--- src/rtl/dbi_tx_phy.sv ---
// DBI type-B write PHY: sends a DCS command byte followed by a counted burst of data bytes.
// Optional feature macro DBI_TX_PHY_TIMEOUT_EN adds a data-starvation timeout in DAT_WAIT.
module dbi_tx_phy #(
    parameter int DBI_IF_D_W = 8,
    parameter int LEN_W      = 16,
    parameter int WR_LO_CYC  = 2,
    parameter int WR_HI_CYC  = 2,
    parameter int TMO_CYC    = 1024
) (
    input  logic                  clk,
    input  logic                  rst,
    input  logic [DBI_IF_D_W-1:0] cmd_code_i,
    input  logic [LEN_W-1:0]      cmd_len_i,
    input  logic                  cmd_vld_i,
    output logic                  cmd_rdy_o,
    input  logic [DBI_IF_D_W-1:0] dtp_d_data_i,
    input  logic                  dtp_d_vld_i,
    output logic                  dtp_d_rdy_o,
    output logic                  dbi_csx_o,
    output logic                  dbi_dcx_o,
    output logic                  dbi_wrx_o,
    output logic [DBI_IF_D_W-1:0] dbi_d_o,
    output logic                  busy_o,
    output logic                  err_tmo_o
);

    typedef enum logic [2:0] {
        IDLE,
        CMD_LO,
        CMD_HI,
        DAT_WAIT,
        DAT_LO,
        DAT_HI,
        CS_END
    } state_t;

    localparam int CYC_MAX = (WR_LO_CYC > WR_HI_CYC) ? WR_LO_CYC : WR_HI_CYC;
    localparam int CYC_W   = $clog2(CYC_MAX + 1);

    generate
        if (WR_LO_CYC < 1 || WR_HI_CYC < 1 || TMO_CYC < 1) begin : g_bad_param
            $error("dbi_tx_phy: WR_LO_CYC, WR_HI_CYC and TMO_CYC must all be >= 1");
        end
    endgenerate

    state_t           state;
    state_t           state_n;
    logic [CYC_W-1:0] cyc_cnt;
    logic [LEN_W-1:0] rem_cnt;
    logic             cmd_fire;
    logic             dat_fire;
    logic             lo_done;
    logic             hi_done;
    logic             tmo_hit;

    // Ready flags are masked by rst so nothing is accepted on a reset cycle.
    assign cmd_rdy_o   = (state == IDLE) && !rst;
    assign dtp_d_rdy_o = (state == DAT_WAIT) && !rst;
    assign busy_o      = (state != IDLE);

    assign cmd_fire = cmd_vld_i && cmd_rdy_o;
    assign dat_fire = dtp_d_vld_i && dtp_d_rdy_o;
    assign lo_done  = (cyc_cnt == CYC_W'(WR_LO_CYC - 1));
    assign hi_done  = (cyc_cnt == CYC_W'(WR_HI_CYC - 1));

`ifdef DBI_TX_PHY_TIMEOUT_EN
    localparam int TMO_W = $clog2(TMO_CYC + 1);

    logic [TMO_W-1:0] tmo_cnt;
    logic             err_q;

    // Counts consecutive DAT_WAIT cycles without a data handshake.
    assign tmo_hit   = (state == DAT_WAIT) && !dat_fire && (tmo_cnt == TMO_W'(TMO_CYC - 1));
    assign err_tmo_o = err_q;

    always_ff @(posedge clk) begin
        if (rst) begin
            tmo_cnt <= '0;
            err_q   <= 1'b0;
        end else begin
            err_q <= tmo_hit;
            if (state == DAT_WAIT && !dat_fire) begin
                tmo_cnt <= tmo_cnt + TMO_W'(1);
            end else begin
                tmo_cnt <= '0;
            end
        end
    end
`else
    assign tmo_hit   = 1'b0;
    assign err_tmo_o = 1'b0;
`endif

    always_comb begin
        state_n = state;
        unique case (state)
            IDLE: begin
                if (cmd_fire) state_n = CMD_LO;
            end
            CMD_LO: begin
                if (lo_done) state_n = CMD_HI;
            end
            CMD_HI: begin
                if (hi_done) state_n = (rem_cnt == '0) ? CS_END : DAT_WAIT;
            end
            DAT_WAIT: begin
                if (dat_fire) begin
                    state_n = DAT_LO;
                end else if (tmo_hit) begin
                    state_n = CS_END;
                end
            end
            DAT_LO: begin
                if (lo_done) state_n = DAT_HI;
            end
            DAT_HI: begin
                if (hi_done) state_n = (rem_cnt == LEN_W'(1)) ? CS_END : DAT_WAIT;
            end
            CS_END: begin
                state_n = IDLE;
            end
            default: begin
                state_n = IDLE;
            end
        endcase
    end

    always_ff @(posedge clk) begin
        if (rst) begin
            state   <= IDLE;
            cyc_cnt <= '0;
            rem_cnt <= '0;
        end else begin
            state <= state_n;

            // Strobe-phase counter restarts on every state change.
            if (state_n == state &&
                (state == CMD_LO || state == CMD_HI || state == DAT_LO || state == DAT_HI)) begin
                cyc_cnt <= cyc_cnt + CYC_W'(1);
            end else begin
                cyc_cnt <= '0;
            end

            if (cmd_fire) begin
                rem_cnt <= cmd_len_i;
            end else if (state == DAT_HI && hi_done) begin
                rem_cnt <= rem_cnt - LEN_W'(1);
            end
        end
    end

    // Pins are decoded from the next state so they change together with the state register.
    always_ff @(posedge clk) begin
        if (rst) begin
            dbi_csx_o <= 1'b1;
            dbi_wrx_o <= 1'b1;
            dbi_dcx_o <= 1'b1;
            dbi_d_o   <= '0;
        end else begin
            unique case (state_n)
                IDLE: begin
                    dbi_csx_o <= 1'b1;
                    dbi_wrx_o <= 1'b1;
                    dbi_dcx_o <= 1'b1;
                end
                CMD_LO: begin
                    dbi_csx_o <= 1'b0;
                    dbi_wrx_o <= 1'b0;
                    dbi_dcx_o <= 1'b0;
                end
                CMD_HI: begin
                    dbi_csx_o <= 1'b0;
                    dbi_wrx_o <= 1'b1;
                    dbi_dcx_o <= 1'b0;
                end
                DAT_WAIT: begin
                    dbi_csx_o <= 1'b0;
                    dbi_wrx_o <= 1'b1;
                    dbi_dcx_o <= 1'b1;
                end
                DAT_LO: begin
                    dbi_csx_o <= 1'b0;
                    dbi_wrx_o <= 1'b0;
                    dbi_dcx_o <= 1'b1;
                end
                DAT_HI: begin
                    dbi_csx_o <= 1'b0;
                    dbi_wrx_o <= 1'b1;
                    dbi_dcx_o <= 1'b1;
                end
                CS_END: begin
                    dbi_csx_o <= 1'b1;
                    dbi_wrx_o <= 1'b1;
                end
                default: begin
                    dbi_csx_o <= 1'b1;
                    dbi_wrx_o <= 1'b1;
                    dbi_dcx_o <= 1'b1;
                end
            endcase

            // The bus register doubles as the command/data byte latch.
            if (cmd_fire) begin
                dbi_d_o <= cmd_code_i;
            end else if (dat_fire) begin
                dbi_d_o <= dtp_d_data_i;
            end
        end
    end

endmodule

--- config.mk ---
export PLATFORM = sky130hd
export DESIGN_NAME = dbi_tx_phy
export DESIGN_NICKNAME = d
export VERILOG_FILES = /design/src/rtl/dbi_tx_phy.sv
export SDC_FILE = /design/constraint.sdc
export NUM_CORES = 1
export LEC_CHECK = 0
export CAP_MARGIN = 20
export CORE_MARGIN = 5
export CORE_UTILIZATION = 29
export CTS_CLUSTER_DIAMETER = 100
export DETAILED_ROUTE_END_ITERATION = 10
export PLACE_DENSITY = 0.58
export SLEW_MARGIN = 0
export SYNTH_ARGS = -nofsm -noshare
export SYNTH_HDL_FRONTEND = slang
export SYNTH_SLANG_ARGS = --single-unit
--- constraint.sdc ---
create_clock -name clk -period 2.42 [get_ports clk]
set_input_delay 0.484 -clock clk [delete_from_list [all_inputs] [get_ports clk]]
set_output_delay 0.484 -clock clk [all_outputs]
set_load 0.02 [all_outputs]
## After elaboration in Yosys (flattened, before gate mapping)

Cells that the tools add are included.

| storage, ports and cells | value |
|---|---|
| bits in registers | 32 |
| bits in latches | 0 |
| RAM bits | 0 |
| memory bits (read-only) | 0 |
| input bits | 36 |
| memories kept | 0 |

| operators by class | value |
|---|---|
| $add $sub $neg | 2 |
| multiply operators | 0 |
| div/mod/pow operators | 0 |
| $lt $le $gt $ge | 0 |
| equality and inequality tests | 14 |
| shifts and indexed selects | 0 |
| mux-type cells | 16 |
| bitwise operators | 1 |
| reductions and logical operators | 19 |

Operators by type and width:

| kind | count |
|---|---|
| $mux 16 | 2 |
| $mux 3 | 8 |
| $pmux 3 s6 | 1 |
| $eq 16x1->1 const B | 1 |
| $logic_not 16->1 | 1 |
| $mux 8 | 2 |
| $sub 16x1->16 const B | 1 |
| $eq 3x3->1 const B | 5 |
| $eq 3x2->1 const B | 4 |
| $eq 3x1->1 const B | 2 |
| $logic_and 1x1->1 | 6 |
| $reduce_or 2->1 | 3 |
| $reduce_or 5->1 | 1 |
| $reduce_bool 2->1 | 2 |
| $eq 3x3->1 | 1 |
| $logic_not 3->1 | 1 |
| $logic_or 1x1->1 | 3 |
| $reduce_bool 3->1 | 1 |
| $add 2x1->2 const B | 1 |
| $eq 2x1->1 const B | 1 |
| $mux 1 | 2 |
| $pmux 1 s2 | 1 |
| $logic_not 1->1 | 1 |
| $not 1->1 | 1 |

## Logic depth before layout (Yosys ltp)

Gate-level depths: netlist of run 1.

| depth | value |
|---|---|
| word-level depth | 9 |
| mapped depth | 8 |
| depth with buffers taken out | 8 |

## Least setup slack after synthesis of run 1

Ideal clock, no wire load.

| timing path | value |
|---|---|
| path kind | input -> register |
| start | input rst |
| end | register cyc_cnt[0] |
| setup time | 114 ps |
| data arrival time | 2054 ps |
| required time | 2306 ps |
| path slack | 252 ps |
| stages on the path | 7 |
| buffers on the path | 1 |
| path through | nor4_1 and2_1 buf_2 a41oi_1 nand3_1 a221oi_1 nor2b_1 |

| between the ends | value |
|---|---|
| cells in the longest elaborated chain, start to end | 9 |
| elaborated cells between the ends (all ways) | 12 |

Ends and longest elaborated chain:

| what | RTL line | text |
|---|---|---|
| from (decl) | 11 | `input logic rst,` |
| $logic_not 1->1 | 57, 58 |  |
| $logic_and 1x1->1 (on tied branches) | 58, 57 |  |
| $logic_and 1x1->1 (on tied branches) | 62, 61 |  |
| $mux 3 (on tied branches) | 107, 98 |  |
| $pmux 3 s6 | 96 | `unique case (state)` |
| $eq 3x3->1 | 137 | `if (state_n == state &&` |
| $logic_and 1x1->1 | 137 |  |
| $not 1->1 (no source line) | n/a |  |
| $reduce_or 2->1 (no source line) (*) | n/a |  |
| to (signal assigned) | 139 | `cyc_cnt <= cyc_cnt + CYC_W'(1);` |
| to (decl) | 48 | `logic [CYC_W-1:0] cyc_cnt;` |

Mark *: on every way between the ends. The rest lies on a longest branch, timed or not.
A chain may end at the register's enable or synchronous reset.

## Final worst setup path of run 1

| timing path | value |
|---|---|
| start | register cyc_cnt[0] |
| end | register rem_cnt[5] |

| between the ends | value |
|---|---|
| cells in the longest elaborated chain, start to end | 3 |

Ends and longest elaborated chain:

| what | RTL line | text |
|---|---|---|
| $eq 2x1->1 | 64 | `assign hi_done = (cyc_cnt == CYC_W'(WR_HI_CYC - 1));` |
| $logic_and 1x1->1 | 146 | `end else if (state == DAT_HI && hi_done) begin` |
| $reduce_bool 2->1 (no source line) | n/a |  |
| to (signal assigned) | 145 | `rem_cnt <= cmd_len_i;` |
| to (signal assigned) | 147 | `rem_cnt <= rem_cnt - LEN_W'(1);` |
| to (decl) | 49 | `logic [LEN_W-1:0] rem_cnt;` |

Every way passes these cells.

==> impl_metrics.tcl, run 1 <==
set metrics [dict create \
    clock_latency_ps 280 \
    cts_sinks 32 \
    die_y_um 88.3 \
    status "completed" \
    min_from "cyc_cnt[0]" \
    worst-setup-path-type "flip-flop to flip-flop" \
    min_period_over_period_pct 91.4 \
    gp_congestion 0.788 \
    synth-edff-count 0 \
    r2r-end "rem_cnt[5]" \
    whs_ps 430 \
    synth_area_um2 1780 \
    htree_levels 2 \
    worstRegToRegCells 5 \
    max_freq_mhz 452 \
    power_density_nw_per_um2 554 \
    critPathLaunchType "flip-flop" \
    postCtsHoldBufs 0 \
    routedWlPerCell_um 13.3 \
    fin_crit_ps 2210 \
    track_usage_pct 12.3 \
    ys_ff_latch 32 \
    drtPass1Iterations 4 \
    cp_max_fo 10 \
    syn_inst 210 \
    fillers 627 \
    antenna_cells 0 \
    cap_viol_max_count 0 \
    rows 28 \
    synth.avg_cell_area_um2 8.47 \
    hold_path.class "flip-flop to flip-flop" \
    cpPeakStageDelay_ps 620 \
    finalPower_uw 1390 \
    drtAntennaViolNets 0 \
    synth_seq_area_share_pct 36.0 \
    hold_viol 0 \
    routed_wl_um 4520 \
    clock_path_buffers 2 \
    io_buffers 49 \
    cts_root_buf "clkbuf_8" \
    rrSetupSlack_ps 210 \
    vias 1678 \
    layoutNonFillerInstCount 340 \
    syn-num-nets 250 \
    cp.arrival_ps 2390 \
    layout_common_cells "clkdlybuf4s50_1, nor2_1, dfxtp_1, nand2_1, nand3_1" \
    reg2reg_from "cyc_cnt[0]" \
    rsz0062_at_grt "false" \
    die_w_um 88.3 \
    final_common_cell "clkdlybuf4s50_1" \
    grt_overflow 0 \
    async_flop_share_pct 0 \
    cts_setup_buffers 0 \
    core-area_um2 5960 \
    dr.first_iter.drc_count 92 \
    vias_per_cell 4.94 \
    tns_ps 0 \
    start_util_pct 29.9 \
    required_ps 2600 \
    postPlaceCellArea_um2 2400 \
    nets 304 \
    synth_cell_types 49 \
    drive_above_1_share_pct 12.5 \
    antenna_found_initial 0 \
    hpwl_um 3290 \
    yosysWarnings 0 \
    fin_area_um2 2520 \
    cts_tree "yes" \
    slew_viol_final 0 \
    cpMaxStageDelayCell "or4_4" \
    grt_max_degree 41 \
    synth-main-ff-cell "dfxtp_1" \
    route.detailed.drc 0 \
    placed_cells 332 \
    die_area_um2 7800 \
    p_leak_uw 0.000965 \
    path_cells "ha_1 -> nand4b_4 -> or4_4 -> or3_1 -> a311oi_1" \
    grt_pass1_vias 1660 \
    syn2layout_area_growth_pct 41.5 \
    worstSetupEndpointType "flip-flop" \
    setup_viol 0 \
    ios 51 \
    path_clk_slew_ps 70 \
    numCtsBuffers 5 \
    min_to "cyc_cnt[0]" \
    grt_pass1_wl_um 7710 \
    fin_worst_skew_ps 7.81 \
    worstHoldPathCells 1 \
    ir_drop_mv 0.287 \
]
-- synthesized netlist by cell type (3+ instances only) --
master	instances	area, um2
a211oi_2	3	37.5
o21ai_1	3	15.0
a221oi_1	3	26.3
a311oi_1	11	96.3
xor2_1	3	26.3
ha_1	4	50.1
a211oi_1	5	37.5
nor2_1	34	128
dfxtp_1	32	641
nor3_1	4	20.0
a31oi_1	3	18.8
buf_2	3	15.0
nor2b_1	3	18.8
nand3_1	14	70.1
inv_1	6	22.5
clkbuf_1	9	33.8
or3_1	3	18.8
nand2_1	20	75.1
xnor2_1	7	61.3
-- area by class of cell --
| class | count | area (um2) | area share, % |
|---|---|---|---|
| sequential | 32 | 641 | 25.4 |
| clock inverter | 2 | 35.0 | 1.39 |
| clock buffer | 6 | 72.6 | 2.88 |
| inverter | 7 | 26.3 | 1.04 |
| timing repair buffer | 61 | 598 | 23.8 |
| tap | 75 | 93.8 | 3.73 |
| multi-input combinational | 157 | 1050 | 41.7 |
-- timing repair --
item / in CTS / in global routing
resized for setup: 0 / 3
hold endpoints to repair: 0 / 0
endpoints found under the setup margin: 0 / 7
-- state kept, by name, indices dropped and copies added (netlist names) --
name,flops
cyc_cnt,2
dbi_dcx_o,1
dbi_csx_o,1
dbi_wrx_o,1
dbi_d_o,8
rem_cnt,16
state,3
-- stage by stage --
stage / setup slack (ps) / utilization [%]
3_3_place_gp: 46.7 / 40.3
4_1_cts: 40.8 / 42.1
6_report: 209 / 42.3
5_1_grt: 32.3 / 42.3
3_5_place_dp: 40.8 / 40.3
2_1_floorplan: 252 / -
-- power by group --
part	internal (uW)	total, uW	leakage [uW]	switching, uW
sequential	564	601	0.000263	37.1
clock	306	503	0.0000552	198
combinational	158	289	0.000647	131
-- cell families after synthesis --
kind of cell             after synthesis  share of synthesized area [%]
AO/OA/AOI/OAI                         42                           18.9
adder cells (fa/ha/maj)                4                           2.81
XOR/XNOR                              10                           4.92
buffers and inverters                 21                           5.27
other                                  1                          0.211
AND/OR/NAND/NOR                       98                           30.7
multiplexers                           2                           1.13
flip-flops                            32                           36.0
-- critical path, delay by kind of cell, from the launching register on --
kind | cells | cell delay [ps]
and+or+nand+nor | 3 | 1170
AOI/OAI and AO/OA | 1 | 270
DFF | 1 | 340
adders and majority gates | 1 | 340
-- per-layer routing --
| metal | track usage, % | part of all wire, % | routed length [um] |
|---|---|---|---|
| met4 | 2.06 | 0.38 | 17 |
| met2 | 20.8 | 46 | 2080 |
| met1 | 16.0 | 48 | 2170 |
| met5 | 0 | 0 | 0 |
| met3 | 3.17 | 5.7 | 256 |
-- worst max-delay path by stage --
stage                          start           to  cells after the start
final                     cyc_cnt[0]   rem_cnt[5]                      5
after global routing      cyc_cnt[1]   cyc_cnt[0]                      8
after CTS                        rst  dtp_d_rdy_o                      3
after detailed placement         rst  dtp_d_rdy_o                      3
after global placement           rst  dtp_d_rdy_o                      3
after floorplan                  rst   cyc_cnt[0]                      7
(Power assumes the default switching activity.)
==> run 2: changes to the inputs <==
- SLEW_MARGIN: 0 -> 20
==> results of run 2 <==
The final DEF is identical to that of run 1; final timing and power are the same.
